[src/rtl/fifo_traffic_gen_mc_pkg.sv]
// rtl/fifo_traffic_gen_mc_pkg.sv - shared types and constants for the FIFO traffic generator
package fifo_tb_pkg;

  typedef enum logic [2:0] {
    BW_000 = 3'd0,
    BW_025 = 3'd1,
    BW_050 = 3'd2,
    BW_075 = 3'd3,
    BW_100 = 3'd4
  } grant_in_e;

  typedef enum logic [1:0] {
    MODE_FILL   = 2'd0,
    MODE_DRAIN  = 2'd1,
    MODE_RANDOM = 2'd2
  } gen_mode_e;

  // Encoded so that "lfsr[1:0] <= rate" selects 1, 2, 3 or 4 of the 4 LFSR values
  typedef enum logic [1:0] {
    RATE_025 = 2'd0,
    RATE_050 = 2'd1,
    RATE_075 = 2'd2,
    RATE_100 = 2'd3
  } tx_rate_e;

  typedef logic [2:0] gen_state_e;
  localparam gen_state_e ST_IDLE  = 3'd0;
  localparam gen_state_e ST_FILL  = 3'd1;
  localparam gen_state_e ST_DRAIN = 3'd2;
  localparam gen_state_e ST_RAND  = 3'd3;
  localparam gen_state_e ST_DONE  = 3'd4;

  // x^16 + x^14 + x^13 + x^11 + 1
  localparam logic [15:0] LFSR_TAPS = 16'hB400;

  function automatic int ch_bits(input int n);
    return (n > 1) ? $clog2(n) : 1;
  endfunction

endpackage

[src/rtl/fifo_traffic_gen_mc_if.sv]
// rtl/fifo_traffic_gen_mc_if.sv - per-channel FIFO push ports driven by the generator
interface fifo_traffic_gen_mc_if #(
  parameter int NUM_CH     = 2,
  parameter int DATA_WIDTH = 17
);
  logic [NUM_CH-1:0]            valid_in;
  logic [NUM_CH*DATA_WIDTH-1:0] data_in;
  logic [NUM_CH-1:0]            grant_out;

  modport master (output valid_in, output data_in, input grant_out);
  modport slave  (input valid_in, input data_in, output grant_out);
endinterface

[src/rtl/fifo_traffic_gen_mc_channel.sv]
// rtl/fifo_traffic_gen_mc_channel.sv - one push port: holds valid/data, counts seq, builds parity
module fifo_gen_channel #(
  parameter int DATA_WIDTH = 17,
  parameter int CH_BITS    = 1
) (
  input  logic                  clk,
  input  logic                  rst,
  input  logic                  grant,
  input  logic                  offer,
  input  logic                  flush,
  input  logic                  inject,
  input  logic [CH_BITS-1:0]    ch_id,
  output logic                  valid,
  output logic [DATA_WIDTH-1:0] data,
  output logic                  xfer
);
  localparam int SEQ_BITS = DATA_WIDTH - 1 - CH_BITS;

  logic                  valid_q, valid_d;
  logic                  inj_q, inj_d;
  logic                  err_q, err_d;
  logic [DATA_WIDTH-1:0] data_q, data_d;
  logic [SEQ_BITS-1:0]   seq_q, seq_d;
  logic [DATA_WIDTH-2:0] payload;
  logic                  present;

  assign xfer  = valid_q & grant;
  assign valid = valid_q;
  assign data  = data_q;

  always_comb begin
    seq_d   = seq_q + SEQ_BITS'(xfer);
    // The flag stays armed until the item actually carrying the flipped parity is accepted
    inj_d   = inject | (inj_q & ~(xfer & err_q));
    payload = {ch_id, seq_d};
    present = (xfer | ~valid_q) & offer & ~flush;
    valid_d = present | (valid_q & ~xfer & ~flush);
    data_d  = data_q;
    err_d   = err_q;
    if (present) begin
      data_d = {(^payload) ^ inj_d, payload};
      err_d  = inj_d;
    end
  end

  always_ff @(posedge clk) begin
    if (rst) begin
      valid_q <= 1'b0;
      data_q  <= '0;
      seq_q   <= '0;
      inj_q   <= 1'b0;
      err_q   <= 1'b0;
    end else begin
      valid_q <= valid_d;
      data_q  <= data_d;
      seq_q   <= seq_d;
      inj_q   <= inj_d;
      err_q   <= err_d;
    end
  end

endmodule

[src/rtl/fifo_traffic_gen_mc.sv]
// rtl/fifo_traffic_gen_mc.sv - multi-channel FIFO traffic generator: FSM, throttle LFSR, counters
module fifo_traffic_gen_mc
  import fifo_tb_pkg::*;
#(
  parameter int          NUM_CH     = 2,
  parameter int          FIFO_DEPTH = 4,
  parameter int          DATA_WIDTH = 17,
  parameter int          DUR_WIDTH  = 16,
  parameter logic [15:0] LFSR_SEED  = 16'hACE1
) (
  input  logic                 clk,
  input  logic                 rst,
  input  logic                 start,
  input  logic                 abort,
  input  gen_mode_e            mode,
  input  grant_in_e            bw,
  input  tx_rate_e             tx_rate,
  input  logic [DUR_WIDTH-1:0] duration,
  input  logic                 inject_err,
  fifo_traffic_gen_mc_if.master push,
  output grant_in_e            grant_in_ctrl,
  output logic                 busy,
  output logic                 done
);
  localparam int CH_BITS = ch_bits(NUM_CH);
  localparam int CNT_W   = $clog2(FIFO_DEPTH + 1);

  gen_state_e           state_q, state_d;
  grant_in_e            bw_q, bw_d, grant_ctrl_q, grant_ctrl_d;
  tx_rate_e             rate_q, rate_d;
  logic [DUR_WIDTH-1:0] cnt_q, cnt_d;
  logic [15:0]          lfsr_q, lfsr_d;
  logic                 busy_q, busy_d, done_q, done_d;
  logic [CNT_W-1:0]     fill_q [NUM_CH];
  logic [CNT_W-1:0]     fill_d [NUM_CH];
  logic [CNT_W-1:0]     fill_nxt [NUM_CH];
  logic                 all_full, keep, flush;
  logic [NUM_CH-1:0]    offer, xfer, ch_valid;
  logic [NUM_CH*DATA_WIDTH-1:0] ch_data;

  always_comb begin
    state_d  = state_q;
    bw_d     = bw_q;
    rate_d   = rate_q;
    cnt_d    = cnt_q;
    lfsr_d   = {lfsr_q[14:0], ^(lfsr_q & LFSR_TAPS)};
    all_full = 1'b1;
    for (int c = 0; c < NUM_CH; c++) begin
      fill_nxt[c] = fill_q[c] + CNT_W'(xfer[c]);
      if (fill_nxt[c] != CNT_W'(FIFO_DEPTH)) all_full = 1'b0;
    end

    case (state_q)
      ST_IDLE: begin
        if (start && !abort) begin
          bw_d   = bw;
          rate_d = tx_rate;
          case (mode)
            MODE_FILL:  state_d = ST_FILL;
            MODE_DRAIN: begin
              state_d = ST_DRAIN;
              cnt_d   = DUR_WIDTH'(FIFO_DEPTH);
            end
            default: begin
              cnt_d   = duration;
              state_d = (duration == '0) ? ST_DONE : ST_RAND;
            end
          endcase
        end
      end
      ST_FILL: if (all_full) state_d = ST_DONE;
      ST_DRAIN, ST_RAND: begin
        cnt_d = cnt_q - DUR_WIDTH'(1);
        if (cnt_q <= DUR_WIDTH'(1)) state_d = ST_DONE;
      end
      default: state_d = ST_IDLE;
    endcase
    if (abort && state_q != ST_IDLE) state_d = ST_IDLE;

    for (int c = 0; c < NUM_CH; c++)
      fill_d[c] = (state_q == ST_FILL) ? fill_nxt[c] : '0;

    // New items only while staying in a pushing state; any exit or abort drops valid that edge
    keep  = (state_d == state_q) && (state_q == ST_FILL || state_q == ST_RAND);
    flush = !keep;
    for (int c = 0; c < NUM_CH; c++)
      offer[c] = keep && ((state_q == ST_FILL) ? (fill_nxt[c] < CNT_W'(FIFO_DEPTH))
                                               : (lfsr_q[1:0] <= rate_q));

    case (state_d)
      ST_FILL: grant_ctrl_d = BW_000;
      ST_RAND: grant_ctrl_d = bw_d;
      default: grant_ctrl_d = BW_100;
    endcase
    busy_d = (state_d != ST_IDLE);
    done_d = (state_d == ST_DONE);
  end

  always_ff @(posedge clk) begin
    if (rst) begin
      state_q      <= ST_IDLE;
      bw_q         <= BW_100;
      rate_q       <= RATE_100;
      cnt_q        <= '0;
      lfsr_q       <= LFSR_SEED;
      grant_ctrl_q <= BW_100;
      busy_q       <= 1'b0;
      done_q       <= 1'b0;
      for (int c = 0; c < NUM_CH; c++) fill_q[c] <= '0;
    end else begin
      state_q      <= state_d;
      bw_q         <= bw_d;
      rate_q       <= rate_d;
      cnt_q        <= cnt_d;
      lfsr_q       <= lfsr_d;
      grant_ctrl_q <= grant_ctrl_d;
      busy_q       <= busy_d;
      done_q       <= done_d;
      for (int c = 0; c < NUM_CH; c++) fill_q[c] <= fill_d[c];
    end
  end

  for (genvar c = 0; c < NUM_CH; c++) begin : g_ch
    fifo_gen_channel #(
      .DATA_WIDTH (DATA_WIDTH),
      .CH_BITS    (CH_BITS)
    ) u_ch (
      .clk    (clk),
      .rst    (rst),
      .grant  (push.grant_out[c]),
      .offer  (offer[c]),
      .flush  (flush),
      .inject (inject_err),
      .ch_id  (CH_BITS'(c)),
      .valid  (ch_valid[c]),
      .data   (ch_data[c*DATA_WIDTH +: DATA_WIDTH]),
      .xfer   (xfer[c])
    );
  end

  assign push.valid_in  = ch_valid;
  assign push.data_in   = ch_data;
  assign grant_in_ctrl  = grant_ctrl_q;
  assign busy           = busy_q;
  assign done           = done_q;

endmodule

[src/flat_wrapper.sv]
// flat-port wrapper written by rule: the top's interface ports become plain ports
module fifo_traffic_gen_mc_flat import fifo_tb_pkg::*;
#(
  parameter int          NUM_CH     = 2,
  parameter int          FIFO_DEPTH = 4,
  parameter int          DATA_WIDTH = 17,
  parameter int          DUR_WIDTH  = 16,
  parameter logic [15:0] LFSR_SEED  = 16'hACE1
)
  (clk, rst, start, abort, mode, bw, tx_rate, duration, inject_err, grant_in_ctrl, busy, done, push_valid_in, push_data_in, push_grant_out);
  fifo_traffic_gen_mc_if #(.NUM_CH(NUM_CH), .DATA_WIDTH(DATA_WIDTH)) push_i ();
  input  logic clk;
  input  logic rst;
  input  logic start;
  input  logic abort;
  input  gen_mode_e mode;
  input  grant_in_e bw;
  input  tx_rate_e tx_rate;
  input  logic [DUR_WIDTH-1:0] duration;
  input  logic inject_err;
  output grant_in_e grant_in_ctrl;
  output logic busy;
  output logic done;
  output wire logic [$bits(push_i.valid_in)-1:0] push_valid_in;
  output wire logic [$bits(push_i.data_in)-1:0] push_data_in;
  input wire logic [$bits(push_i.grant_out)-1:0] push_grant_out;
  assign push_valid_in = push_i.valid_in;
  assign push_data_in = push_i.data_in;
  assign push_i.grant_out = push_grant_out;
  fifo_traffic_gen_mc #(.NUM_CH(NUM_CH), .FIFO_DEPTH(FIFO_DEPTH), .DATA_WIDTH(DATA_WIDTH), .DUR_WIDTH(DUR_WIDTH), .LFSR_SEED(LFSR_SEED)) u_core (.clk(clk), .rst(rst), .start(start), .abort(abort), .mode(mode), .bw(bw), .tx_rate(tx_rate), .duration(duration), .inject_err(inject_err), .push(push_i), .grant_in_ctrl(grant_in_ctrl), .busy(busy), .done(done));
endmodule
[config.mk]
export PLATFORM = sky130hd
export DESIGN_NAME = fifo_traffic_gen_mc_flat
export DESIGN_NICKNAME = d
export VERILOG_FILES = /design/src/rtl/fifo_traffic_gen_mc_pkg.sv /design/src/rtl/fifo_traffic_gen_mc_if.sv /design/src/rtl/fifo_traffic_gen_mc_channel.sv /design/src/rtl/fifo_traffic_gen_mc.sv /design/src/flat_wrapper.sv
export SDC_FILE = /design/constraint.sdc
export NUM_CORES = 1
export LEC_CHECK = 0
export BUFFER_PORTS_ARGS = -buffer_cell sky130_fd_sc_hd__buf_2
export CORE_ASPECT_RATIO = 1.25
export CORE_MARGIN = 2
export CORE_UTILIZATION = 25
export CTS_BUF_LIST = sky130_fd_sc_hd__clkbuf_4 sky130_fd_sc_hd__clkbuf_8
export CTS_CLUSTER_DIAMETER = 50
export DETAILED_ROUTE_END_ITERATION = 8
export HOLD_SLACK_MARGIN = 0.05
export SLEW_MARGIN = 30
export SYNTH_ARGS = -nofsm -noshare
export SYNTH_HDL_FRONTEND = slang
export SYNTH_HIERARCHICAL = 1
export SYNTH_SLANG_ARGS = --single-unit
[constraint.sdc]
create_clock -name clk -period 5.7 [get_ports clk]
set_input_delay 0.285 -clock clk [delete_from_list [all_inputs] [get_ports clk]]
set_output_delay 0.285 -clock clk [all_outputs]
set_load 0.02 [all_outputs]
== After elaboration in Yosys (flattened, before gate mapping) ==
Memory sizes are Yosys's and may differ from the RTL's.
Cells that the tools add are included.
Widths: inputs -> output; s select.

* Bits in registers: 114
* RAM bits: 6
* Logic and storage cells: 113
* Memories kept: 1

* Add/sub/neg operators: 5
* Order comparisons: 4
* Equality and inequality tests: 12
* Muxes and demuxes: 24
* Bitwise gates (word level): 30
* Reduce and logical (&&, ||, !) cells: 19

{| class="wikitable"
|+ Memory list
! memory !! depth !! width !! read ports !! clocked after Yosys merged registers in !! wr ports !! RTL line !! text
|-
| u_core.fill_q || 2 || 3 || 2 || 0 || 2 || fifo_traffic_gen_mc.sv:34 || <nowiki>logic [CNT_W-1:0] fill_q [NUM_CH];</nowiki>
|}

{| class="wikitable"
|+ Operators with widths
! cell !! number
|-
| $pmux 16 s2 || 2
|-
| $reduce_xor 16->1 || 3
|-
| $mux 3 || 11
|-
| $add 15x1->15 || 2
|-
| $le 16x1->1 const B || 1
|-
| $logic_not 16->1 || 1
|-
| $mux 16 || 1
|-
| $sub 16x1->16 const B || 1
|-
| $and 1x1->1 || 14
|-
| $pmux 3 s2 || 2
|-
| $eq 3x2->1 const B || 3
|-
| $pmux 3 s3 || 1
|-
| $or 1x1->1 || 8
|-
| $mux 1 || 7
|-
| $add 3x1->3 || 2
|-
| $eq 3x1->1 const B || 2
|-
| $lt 3x3->1 const B || 2
|-
| $ne 3x3->1 const B || 2
|-
| $not 1->1 || 6
|-
| $reduce_bool 3->1 || 2
|-
| $logic_and 1x1->1 || 5
|-
| $eq 3x3->1 || 1
|-
| $eq 3x3->1 const B || 1
|-
| $logic_not 3->1 || 1
|-
| other kinds (12) || 13
|}

== Logic depth before layout (Yosys ltp) ==
Gate-level depths: netlist (run 1).

* Word-level depth: 14
* Gate-level depth with buffers: 12

== Cells and area by module ==
Netlist (run 1), hierarchy kept.

{| class="wikitable"
|+ Modules (own cells, without submodules)
! module !! instances !! cells an instance !! area each (µm²) !! seq. area each (µm²)
|-
| fifo_gen_channel || 2 || 176 || 1,615.3 || 700.7
|-
| fifo_traffic_gen_mc || 1 || 271 || 2,364.8 || 1,021.0
|}

== Worst setup path before layout (run 1) ==
No wires, ideal clock.

* Kind: register to register
* From: register u_core.g_ch[0].u_ch.valid_q
* To: register, netlist name u_core/g_ch[0].u_ch/data[15]
* Setup time: 128 ps
* Arrival: 2,918 ps
* Data required time: 5,572 ps
* Setup slack: 2,655 ps
* Cell stages (with the launch flop): 13
* Cells stage by stage: dfxtp_1 > and2_1 > ha_1 > ha_1 > xnor2_1 > nor2_1 > a211o_1 > o211a_2 > or2_2 > nor3b_2 > clkbuf_1 > mux2i_1 > nor2_1

{| class="wikitable"
|+ RTL lines
! item !! RTL line !! text
|-
| start: declaration || fifo_traffic_gen_mc_channel.sv:19 || <nowiki>logic valid_q, valid_d;</nowiki>
|-
| start signal: assignment || fifo_traffic_gen_mc_channel.sv:54 || <nowiki>valid_q <= valid_d;</nowiki>
|}

== Final worst setup path (run 1) ==
* From: register u_core.state_q[2]
* To: register u_core.g_ch[1].u_ch.data_q[1]

* Longest elaborated chain between the ends: 9

{| class="wikitable"
|+ RTL lines
! item !! RTL line !! text
|-
| start: declaration || fifo_traffic_gen_mc.sv:28 || <nowiki>gen_state_e state_q, state_d;</nowiki>
|-
| start signal: assignment || fifo_traffic_gen_mc.sv:111 || <nowiki>state_q <= state_d;</nowiki>
|-
| $eq 3x2->1 (on tied branches) || fifo_traffic_gen_mc.sv:53, fifo_traffic_gen_mc.sv:84 ||
|-
| $reduce_or 2->1 || fifo_traffic_gen_mc.sv:53 || <nowiki>case (state_q)</nowiki>
|-
| $pmux 3 s3 || fifo_traffic_gen_mc.sv:53 ||
|-
| $mux 3 || fifo_traffic_gen_mc.sv:78 || <nowiki>if (abort && state_q != ST_IDLE) state_d = ST_IDLE;</nowiki>
|-
| $eq 3x3->1 || fifo_traffic_gen_mc.sv:84 || <nowiki>keep = (state_d == state_q) && (state_q == ST_FILL || state_q == ST_RAND);</nowiki>
|-
| $logic_and 1x1->1 || fifo_traffic_gen_mc.sv:84 ||
|-
| $logic_and 1x1->1 || fifo_traffic_gen_mc.sv:87 || <nowiki>offer[c] = keep && ((state_q == ST_FILL) ? (fill_nxt[c] < CNT_W'(FIFO_DEPTH))</nowiki>
|-
| $and 1x1->1 || fifo_traffic_gen_mc_channel.sv:36 || <nowiki>present = (xfer | ~valid_q) & offer & ~flush;</nowiki>
|-
| $and 1x1->1 * || fifo_traffic_gen_mc_channel.sv:36 ||
|-
| end signal: assignment || fifo_traffic_gen_mc_channel.sv:55 || <nowiki>data_q <= data_d;</nowiki>
|-
| end: declaration || fifo_traffic_gen_mc_channel.sv:22 || <nowiki>logic [DATA_WIDTH-1:0] data_q, data_d;</nowiki>
|}

Mark *: on every way between the ends. The rest lies on a longest branch, timed or not.
A chain may end at the register's enable or synchronous reset.

==> qor.csv, run 1 <==
stage,metric,value,unit
status,status,"complete, no violations",
yosys,avgSynthCellArea,8.98,µm²
global_routing,grt-ovfl-total,0,
yosys,synth_simple_gate_area_share,24.6,%
critical_path,worst_path_max_delay_cell,and2_1,
critical_path,worstSetupPathType,flop to flop,
detailed_routing,routed_wl,13000,µm
cts,root_buffer,clkbuf_8,
cts,hold_buffers,1,
yosys,synth_area,5600,µm²
global_routing,grt_pass1_vias,4262,
detailed_routing,wl_per_cell,13.3,µm
timing,maxSlewViolCount,0,
cts,clk_path_buf_depth,2,
critical_path,cp_cell_sequence,"nor4_2, and2_1, o211ai_1, o211a_2, or2_2, nor3b_4, buf_4, mux2i_1, nor2_1",
cts,clk_pin_slew,0.08,ns
timing,skew,0.0134,ns
yosys,synthTopCellsByCount,"121 x dfxtp_1, 106 x nor2_1, 46 x xnor2_1",
cells_and_area,register_area,2420,µm²
detailed_routing,dr_total_vias,4505,
global_routing,grt_usage,11.4,%
yosys,ys_types,63,
floorplan,dieArea,23600,µm²
critical_path,crit_required,6.02,ns
cells_and_area,multi_input_area,2980,µm²
cells_and_area,areaGrowthSynthToFinish,18.7,%
detailed_routing,drc,0,
global_routing,antenna_found_initial,1,
job,cap_violations,0,
critical_path,r2r_cells,9,
yosys,synth_mux_area_share,1.79,%
cts,cts_made_buffers,17,
cts,insertion_delay,0.45,ns
timing,setup_tns,0,ns
hold_path,whs_path_depth,3,
global_routing,grt_pass1_wl,20900,µm
hold_path,hold_class,primary input to flop,
timing,setup_viol,0,
detailed_routing,drt_iter0_drc,285,
yosys,synth_compound_area_share,13.7,%
detailed_routing,firstDrtPassIters,4,
detailed_routing,final_antenna_net_count,0,
yosys,netlist_instances,623,
timing,rsz0062_at_grt,no,
critical_path,crit_fanout,20,
yosys,seq_area_frac_synth,43.3,%
timing,worst-slew-pin-transition,0.976,ns
floorplan,num_rows,61,
timing,fin_crit_sh,59.5,%
cells_and_area,nets,724,
timing,fmaxAchievable,295,MHz
cts,post_cts_buffers,0,
critical_path,worstPathArrival,3.72,ns
yosys,synth_enable_flop_cells,0,
yosys,yosysWarnings,6,
floorplan,start_util,25.3,%
pwr,ir_drop,0.151,mV
timing,slew_headroom,34.3,%
detailed_routing,via_per_inst,4.61,
critical_path,reg2reg_slack,2.31,ns
critical_path,worstReg2RegStart,u_core/state_q[2],
cells_and_area,fillers,2367,
cells_and_area,fin_util,30.0,%
placed_design,globalplace.congestion,0.859,
cells_and_area,drive_above_1_share,18.8,%
timing,fin_crit,3.39,ns
critical_path,r2r-end,u_core/g_ch[1].u_ch/data[1],
timing,hold_viol,0,
yosys,synth.most_common_cell,dfxtp_1,
pwr,leakagePower,0.00251,µW
cts,clock-sinks,121,
hold_path,holdCritStartpoint,tx_rate[0],
critical_path,start_kind,flop,
floorplan,fp.dieW,138,µm
yosys,synth-adder-area-share,2.68,%
yosys,synth.area.top_cells,"dfxtp_1 43%, xnor2_1 7.2%, nor2_1 7.1%",
critical_path,end_kind,flop,
yosys,async_reset_ff_share,0,%
pwr,powerDensity,287,nW/µm²
cts,ctsResizeCount,0,
yosys,yosysTopAreaCellShare,43.3,%
global_routing,grt_start_max_net_pins,61,
cells_and_area,final_area,6640,µm²
yosys,synth_top_family_by_area,simple AND/OR/NAND/NOR gates,
yosys,yosys.area.top_type,dfxtp_1,
floorplan,fp.coreArea,22100,µm²
hold_path,min_to,u_core/rate_q[0],
placed_design,io_buffer_count,70,
placed_design,place_hpwl,9240,µm
cells_and_area,antenna_cells,0,
cts,cts.htree.levels,4,
floorplan,io_pins,71,
yosys,synth_xor_xnor_area_share,10.1,%
critical_path,slowest_delay,0.57,ns
placed_design,placed_cell_area,6180,µm²
yosys,ys_ff_latch,121,
floorplan,die_h,171,µm
placed_design,dp_slack,2.24,ns
yosys,ys.flop_type,dfxtp_1,
cts,cts_tree,built,
timing,timing.final.ws_setup,2.31,ns
-- registers in the layout (all words and copies together), names as in the netlist, 3 cells and up --
name	flops
u_core/g_ch.u_ch/data	34
u_core/bw_q	3
u_core/g_ch.u_ch/seq_q	30
u_core/cnt_q	16
u_core/fill_q	6
u_core/state_q	3
u_core/grant_in_ctrl	3
u_core/lfsr_q	16
-- worst max path at each step --
| stage | startpoint | endpoint | slack, ns | cells past startpoint |
|---|---|---|---|---|
| CTS | u_core/g_ch[0].u_ch/valid | u_core/g_ch[1].u_ch/data[1] | 2.29 | 12 |
| detailed placement | abort | u_core/g_ch[1].u_ch/data[1] | 2.24 | 10 |
| global route | u_core/g_ch[0].u_ch/valid | u_core/g_ch[1].u_ch/data[1] | 2.00 | 12 |
| global placement | push_grant_out[0] | u_core/g_ch[1].u_ch/data[0] | 2.26 | 13 |
| finish | u_core/state_q[2] | u_core/g_ch[1].u_ch/data[1] | 2.31 | 9 |
| floorplan | u_core/g_ch[0].u_ch/valid | u_core/g_ch[0].u_ch/data[15] | 2.65 | 12 |
-- report_power, final --
part	switching [µW]	internal, µW	leakage [µW]
Sequential	15.0	866	0.000983
Clock	372	497	0.000213
Combinational	95.1	64.1	0.00132
-- placed cells by master, fill, tap and decap left out, types with 4 or more instances in the layout --
cell type,instances
nor4_1,7
dfxtp_1,121
nor2b_1,17
nand2_1,27
nand4_1,7
or4_1,4
buf_2,69
buf_4,4
a31oi_1,6
conb_1,4
inv_1,13
nand2b_1,6
a32oi_1,7
o21ai_0,17
xor2_1,13
clkbuf_8,18
clkinvlp_4,4
nor3_1,25
a21oi_1,17
ha_1,12
xnor2_1,46
mux2i_1,10
nand3_1,13
or2_2,10
a211oi_1,31
bufinv_16,4
and2_1,9
nor2_1,106
-- area by class of cell --
cell class / instances / area share (%)
multi-input combinational: 455 / 44.9
sequential: 121 / 36.5
timing repair buffer: 74 / 5.80
tap: 283 / 5.33
clock buffer: 19 / 3.84
clock inverter: 13 / 2.92
inverter: 13 / 0.734
-- layer usage --
metal  global-route usage [%]  vias up  share of wire [%]
li1                         -     2302                  -
met1                     13.7     2085                 45
met2                     18.3      103                 47
met3                     4.24       15                6.9
met4                     4.39        0                1.6
met5                        0        -                  0
-- worst max-delay path: cells and delay by family, from the launching register on --
kind / cells / cell delay [ns]
AND/OR/NAND/NOR: 5 / 1.92
AO/OA/AOI/OAI: 2 / 0.44
flip-flops: 1 / 0.36
buffers and inverters: 1 / 0.35
multiplexers: 1 / 0.21
-- logic make-up after synthesis --
group,after synthesis
muxes,10
adders and majority gates,12
AOI/OAI and AO/OA,110
and+or+nand+nor,258
buffers and inverters,49
DFF,121
xor gates and xnor gates,61
other,2
-- through the flow --
stage,total power (µW),hold slack [ns],instances
6_report,1910,0.0978,978
5_1_grt,1990,0.0899,978
4_1_cts,1940,0.0570,978
3_5_place_dp,1060,0.397,945
3_3_place_gp,1060,0.392,945
2_1_floorplan,1010,0.389,625
No activity file was read; power rests on OpenSTA's default activity.
==> run 2, diff against run 1 <==
- clock period: 5.7 -> 3.4 ns (I/O delays scaled with it)
==> run 2 against run 1 <==
Utilization grew 0.29 points; routed wire length fell by 0.41%; register-to-register slack worse by 1.9 ns; hold slack got worse by 0.012 ns; first-iteration DRC count decreased by 18%; count of clock-buffer cells in the layout is 1 lower; combinational power is 74% higher; setup slack worse by 1.9 ns; clock skew up 0.0029 ns.
==> qor.csv, run 2 (synthesis gave the netlist of run 1 again) <==
stage,metric,value,unit
timing,timing.final.ws_setup,0.451,ns
critical_path,worstPathArrival,3.25,ns
critical_path,worstSetupPathType,flop to flop,
status,status,"complete, no violations",
hold_path,hold_class,primary input to flop,
pwr,powerDensity,440,nW/µm²
cts,cts_tree,built,
cells_and_area,final_cell_mix,"121 x dfxtp_1, 106 x nor2_1, 69 x buf_2, 46 x xnor2_1, 31 x a211oi_1",
cts,cts.htree.levels,4,
critical_path,slowest_delay,0.37,ns
critical_path,crit_required,3.70,ns
timing,setup_tns,0,ns
critical_path,crit_fanout,32,
cells_and_area,nets,736,
global_routing,grt_usage,11.1,%
cts,insertion_delay,0.44,ns
cts,ctsResizeCount,0,
critical_path,end_kind,flop,
timing,maxSlewViolCount,0,
cells_and_area,areaGrowthSynthToFinish,19.9,%
global_routing,grt_start_max_net_pins,75,
timing,fmaxAchievable,339,MHz
floorplan,start_util,25.3,%
timing,fin_crit,2.95,ns
placed_design,globalplace.congestion,0.872,
floorplan,num_rows,61,
placed_design,dp_slack,0.453,ns
cts,post_cts_buffers,0,
timing,setup_viol,0,
timing,slew_headroom,38.3,%
detailed_routing,wl_per_cell,13.1,µm
cells_and_area,multi_input_area,2980,µm²
critical_path,worst_path_max_delay_cell,or2_2,
detailed_routing,final_antenna_net_count,0,
global_routing,grt-ovfl-total,0,
critical_path,cp_cell_sequence,"and2_1, ha_1, ha_1, xnor2_1, nor2_1, a211o_1, o211a_2, or2_2, nor3b_4, buf_12, mux2i_1, nor2_1",
detailed_routing,drc,0,
detailed_routing,firstDrtPassIters,4,
cts,clk_pin_slew,0.07,ns
placed_design,placed_cell_area,6220,µm²
floorplan,fp.coreArea,22100,µm²
cts,cts_made_buffers,17,
cells_and_area,register_area,2420,µm²
global_routing,grt_pass1_vias,4218,
cts,clk_path_buf_depth,2,
timing,hold_viol,0,
placed_design,place_inst,947,
cells_and_area,final_area,6710,µm²
placed_design,io_buffer_count,70,
floorplan,dieArea,23600,µm²
global_routing,antenna_found_initial,2,
cells_and_area,largest_reg_flops,34,
timing,rsz0062_at_grt,no,
global_routing,grt_pass1_wl,20400,µm
cells_and_area,fillers,2348,
cells_and_area,fin_cells,990,
job,cap_violations,0,
placed_design,place_hpwl,9220,µm
pwr,leakagePower,0.00254,µW
floorplan,die_h,171,µm
detailed_routing,drt_iter0_drc,234,
cells_and_area,fin_util,30.3,%
cts,root_buffer,clkbuf_8,
pwr,ir_drop,0.211,mV
detailed_routing,dr_total_vias,4599,
timing,fin_crit_sh,86.7,%
cells_and_area,drive_above_1_share,18.7,%
floorplan,fp.dieW,138,µm
detailed_routing,via_per_inst,4.65,
critical_path,start_kind,flop,
detailed_routing,routed_wl,13000,µm
timing,skew,0.0162,ns
floorplan,io_pins,71,
timing,worst-slew-pin-transition,0.917,ns
cts,clock-sinks,121,
cells_and_area,final_common_cell,dfxtp_1,
run 2: per-stage QoR:
step / power (µW) / hold slack [ns]
after floorplan: 1700 / 0.288
after CTS: 3000 / 0.0523
final: 2950 / 0.0855
after global routing: 3110 / 0.0820
after detailed placement: 1770 / 0.384
after global placement: 1770 / 0.382
run 2: final cells by class:
cell class              count  area share, %
multi-input cells         455           44.5
repair buffers             86           7.83
diodes                      1         0.0373
well taps                 283           5.28
inverters                  13          0.727
clock inverters            13           1.83
clock buffers              18           3.69
flip-flops and latches    121           36.1
run 2: path summary, 6_finish.rpt:
check                       startpoint  cells past startpoint                      endpoint  slack (ns)
max          u_core/g_ch[0].u_ch/valid                     12  u_core/g_ch[0].u_ch/data[15]        0.45
min                  push_grant_out[0]                      4     u_core/g_ch[0].u_ch/valid        0.09
max reg2reg  u_core/g_ch[0].u_ch/valid                     12  u_core/g_ch[0].u_ch/data[15]        0.45
min reg2reg          u_core/lfsr_q[14]                      1             u_core/lfsr_q[15]        0.41
run 2: routing by layer:
| layer | track usage, % | routed length [µm] | up-vias |
|---|---|---|---|
| li1 | - | - | 2315 |
| met1 | 12.7 | 5580 | 2149 |
| met2 | 18.5 | 6130 | 122 |
| met3 | 4.77 | 1090 | 13 |
| met4 | 4.08 | 166 | 0 |
| met5 | 0 | 0 | - |
run 2: timing repair:
| item | CTS | global route |
|---|---|---|
| endpoints found under the hold margin | 13 | 0 |
| endpoints found under the setup margin | 0 | 0 |
| hold buffers | 11 | 0 |
run 2: critical path: cells and delay by family, from the launching register on:
kind / cells / cell delay (ns)
mux: 1 / 0.20
fa+ha+maj: 2 / 0.39
compound gates: 2 / 0.46
buf+inv: 1 / 0.22
simple gates: 5 / 0.94
flops: 1 / 0.33
xor+xnor: 1 / 0.28
run 2: report_power, final:
part           leakage (µW)  switching (µW)  internal [µW]
logic               0.00138             160            116
registers          0.000983            24.9           1450
clock network      0.000178             603            598
==> run 3, diff against run 2 <==
- CORE_MARGIN: 2 -> 1
==> run 3 against run 2 <==
Non-clock buffer count unchanged; count of clock-buffer cells in the layout up 4; clock power up 7%; first-iteration DRC count up 29%; die area down 2.6%; critical path depth unchanged; register-to-register slack worse by 0.02 ns; sequential share of layout area about the same; power up 2.5%; setup slack worse by 0.018 ns.
==> qor.csv, run 3 (synthesis gave the netlist of run 1 again) <==
stage,metric,value,unit
floorplan,io_pins,71,
floorplan,die_h,169,µm
status,status,"complete, no violations",
timing,fin_crit,2.97,ns
detailed_routing,dr_total_vias,4551,
critical_path,endpoint,u_core/g_ch[1].u_ch/data[9],
timing,skew,0.0157,ns
detailed_routing,final_antenna_net_count,0,
critical_path,reg2reg_slack,0.43,ns
critical_path,start_kind,flop,
cts,clk_path_buf_depth,2,
global_routing,grt-ovfl-total,0,
critical_path,end_kind,flop,
critical_path,worstReg2RegStart,u_core/g_ch[0].u_ch/valid,
floorplan,start_util,25.7,%
critical_path,slowest_delay,0.37,ns
critical_path,worstPathArrival,3.31,ns
floorplan,fp.dieW,136,µm
critical_path,worstSetupPathType,flop to flop,
critical_path,worst_path_max_delay_cell,or2_2,
floorplan,num_rows,60,
placed_design,place_hpwl,9020,µm
cells_and_area,final_common_cell,dfxtp_1,
hold_path,hold_class,primary input to flop,
job,cap_violations,0,
critical_path,setup.worst_path.start,u_core/g_ch[0].u_ch/valid,
placed_design,io_buffer_count,70,
critical_path,path_depth,12,
timing,setup_tns,0,ns
global_routing,grt_start_max_net_pins,84,
detailed_routing,drc,0,
cells_and_area,fillers,2317,
timing,hold_viol,0,
cts,post_cts_buffers,0,
pwr,ir_drop,0.281,mV
timing,maxSlewViolCount,0,
cts,root_buffer,clkbuf_8,
pwr,leakagePower,0.00256,µW
timing,setup_viol,0,
detailed_routing,wl_per_cell,13.1,µm
critical_path,crit_fanout,32,
placed_design,globalplace.congestion,0.892,
critical_path,r2r_cells,12,
detailed_routing,via_per_inst,4.63,
timing,hold_slack,0.0902,ns
global_routing,grt_pass1_vias,4426,
timing,fin_crit_sh,87.3,%
cells_and_area,areaGrowthSynthToFinish,20.0,%
global_routing,antenna_found_initial,0,
cts,cts.htree.levels,4,
timing,rsz0062_at_grt,no,
timing,worst-slew-pin-transition,0.827,ns
cts,clock-sinks,121,
cells_and_area,final_cell_mix,"121 x dfxtp_1, 106 x nor2_1, 69 x buf_2, 46 x xnor2_1, 31 x a211oi_1",
cells_and_area,nets,736,
global_routing,grt_usage,11.9,%
critical_path,r2r-end,u_core/g_ch[1].u_ch/data[9],
critical_path,crit_required,3.74,ns
cts,cts_tree,built,
global_routing,grt_pass1_wl,21500,µm
critical_path,worst-path-buf-inv,1,
critical_path,critPathTopFamily,simple AND/OR/NAND/NOR gates,
cts,clk_pin_slew,0.07,ns
floorplan,fp.coreArea,21800,µm²
cells_and_area,drive_above_1_share,18.5,%
detailed_routing,firstDrtPassIters,4,
cts,cts_made_buffers,17,
cells_and_area,largest_reg_flops,34,
cells_and_area,antenna_cells,0,
detailed_routing,routed_wl,12900,µm
detailed_routing,drt_iter0_drc,301,
timing,slew_headroom,44.9,%
timing,fmaxAchievable,337,MHz
critical_path,cp_cell_sequence,"and2_1, ha_1, ha_1, xnor2_1, nor2_1, a211o_1, o211a_2, or2_2, nor3b_4, buf_12, nor2_1, a211oi_1",
cts,ctsResizeCount,0,
floorplan,dieArea,23000,µm²
pwr,powerDensity,451,nW/µm²
cts,insertion_delay,0.43,ns
==> run 3: where the power goes <==
| group | switching, µW | total, µW | leakage, µW | internal (µW) |
|---|---|---|---|---|
| sequential | 25.0 | 1480 | 0.000983 | 1450 |
| clock | 564 | 1280 | 0.000197 | 713 |
| combinational | 157 | 273 | 0.00138 | 116 |
==> run 3: metal layers <==
| metal | GRT usage (%) | vias up | share of wire (%) |
|---|---|---|---|
| li1 | - | 2322 | - |
| met1 | 14.6 | 2103 | 46 |
| met2 | 19.1 | 111 | 46 |
| met3 | 3.61 | 15 | 6.1 |
| met4 | 5.03 | 0 | 1.6 |
| met5 | 0 | - | 0 |
==> run 3: worst min-delay path by stage <==
stage	from	end	slack [ns]	cells after the start
final	push_grant_out[0]	u_core/g_ch[0].u_ch/valid	0.09	4
after global routing	duration[10]	u_core/cnt_q[10]	0.09	3
after CTS	push_grant_out[0]	u_core/g_ch[0].u_ch/valid	0.06	4
after detailed placement	tx_rate[1]	u_core/rate_q[1]	0.38	2
after global placement	tx_rate[1]	u_core/rate_q[1]	0.38	2
after floorplan	tx_rate[1]	u_core/rate_q[1]	0.29	1
==> run 3: per-stage QoR <==
step           setup slack [ns]  power, µW  cell area, µm²  std cells  utilization, %
2_1_floorplan             0.355       1700            5600        625               -
3_3_place_gp              0.519       1770            6220        943            28.6
3_5_place_dp              0.449       1770            6220        943            28.6
4_1_cts                   0.411       3070            6720        983            30.8
5_1_grt                   0.160       3180            6720        983            30.8
6_report                  0.432       3030            6720        983            30.8
==> run 3: worst register-to-register path: stages, from the launching register on <==
cell	delay, ns
dfxtp_1	0.33
and2_1	0.18
ha_1	0.20
ha_1	0.19
xnor2_1	0.28
nor2_1	0.09
a211o_1	0.27
o211a_2	0.19
or2_2	0.37
nor3b_4	0.25
buf_12	0.22
nor2_1	0.06
a211oi_1	0.25
==> run 3: repair_timing <==
item	in CTS	in global routing
hold buffers	11	0
endpoints found under the hold margin	13	0
setup endpoints to repair	0	0
==> run 3: area by class of cell <==
type	instances	area (µm²)	area share [%]
clock buffers	22	290	4.32
clock inverters	7	95.1	1.42
inverters	13	48.8	0.727
multi-input cells	455	2980	44.4
flip-flops and latches	121	2420	36.1
well taps	279	349	5.20
repair buffers	86	526	7.83
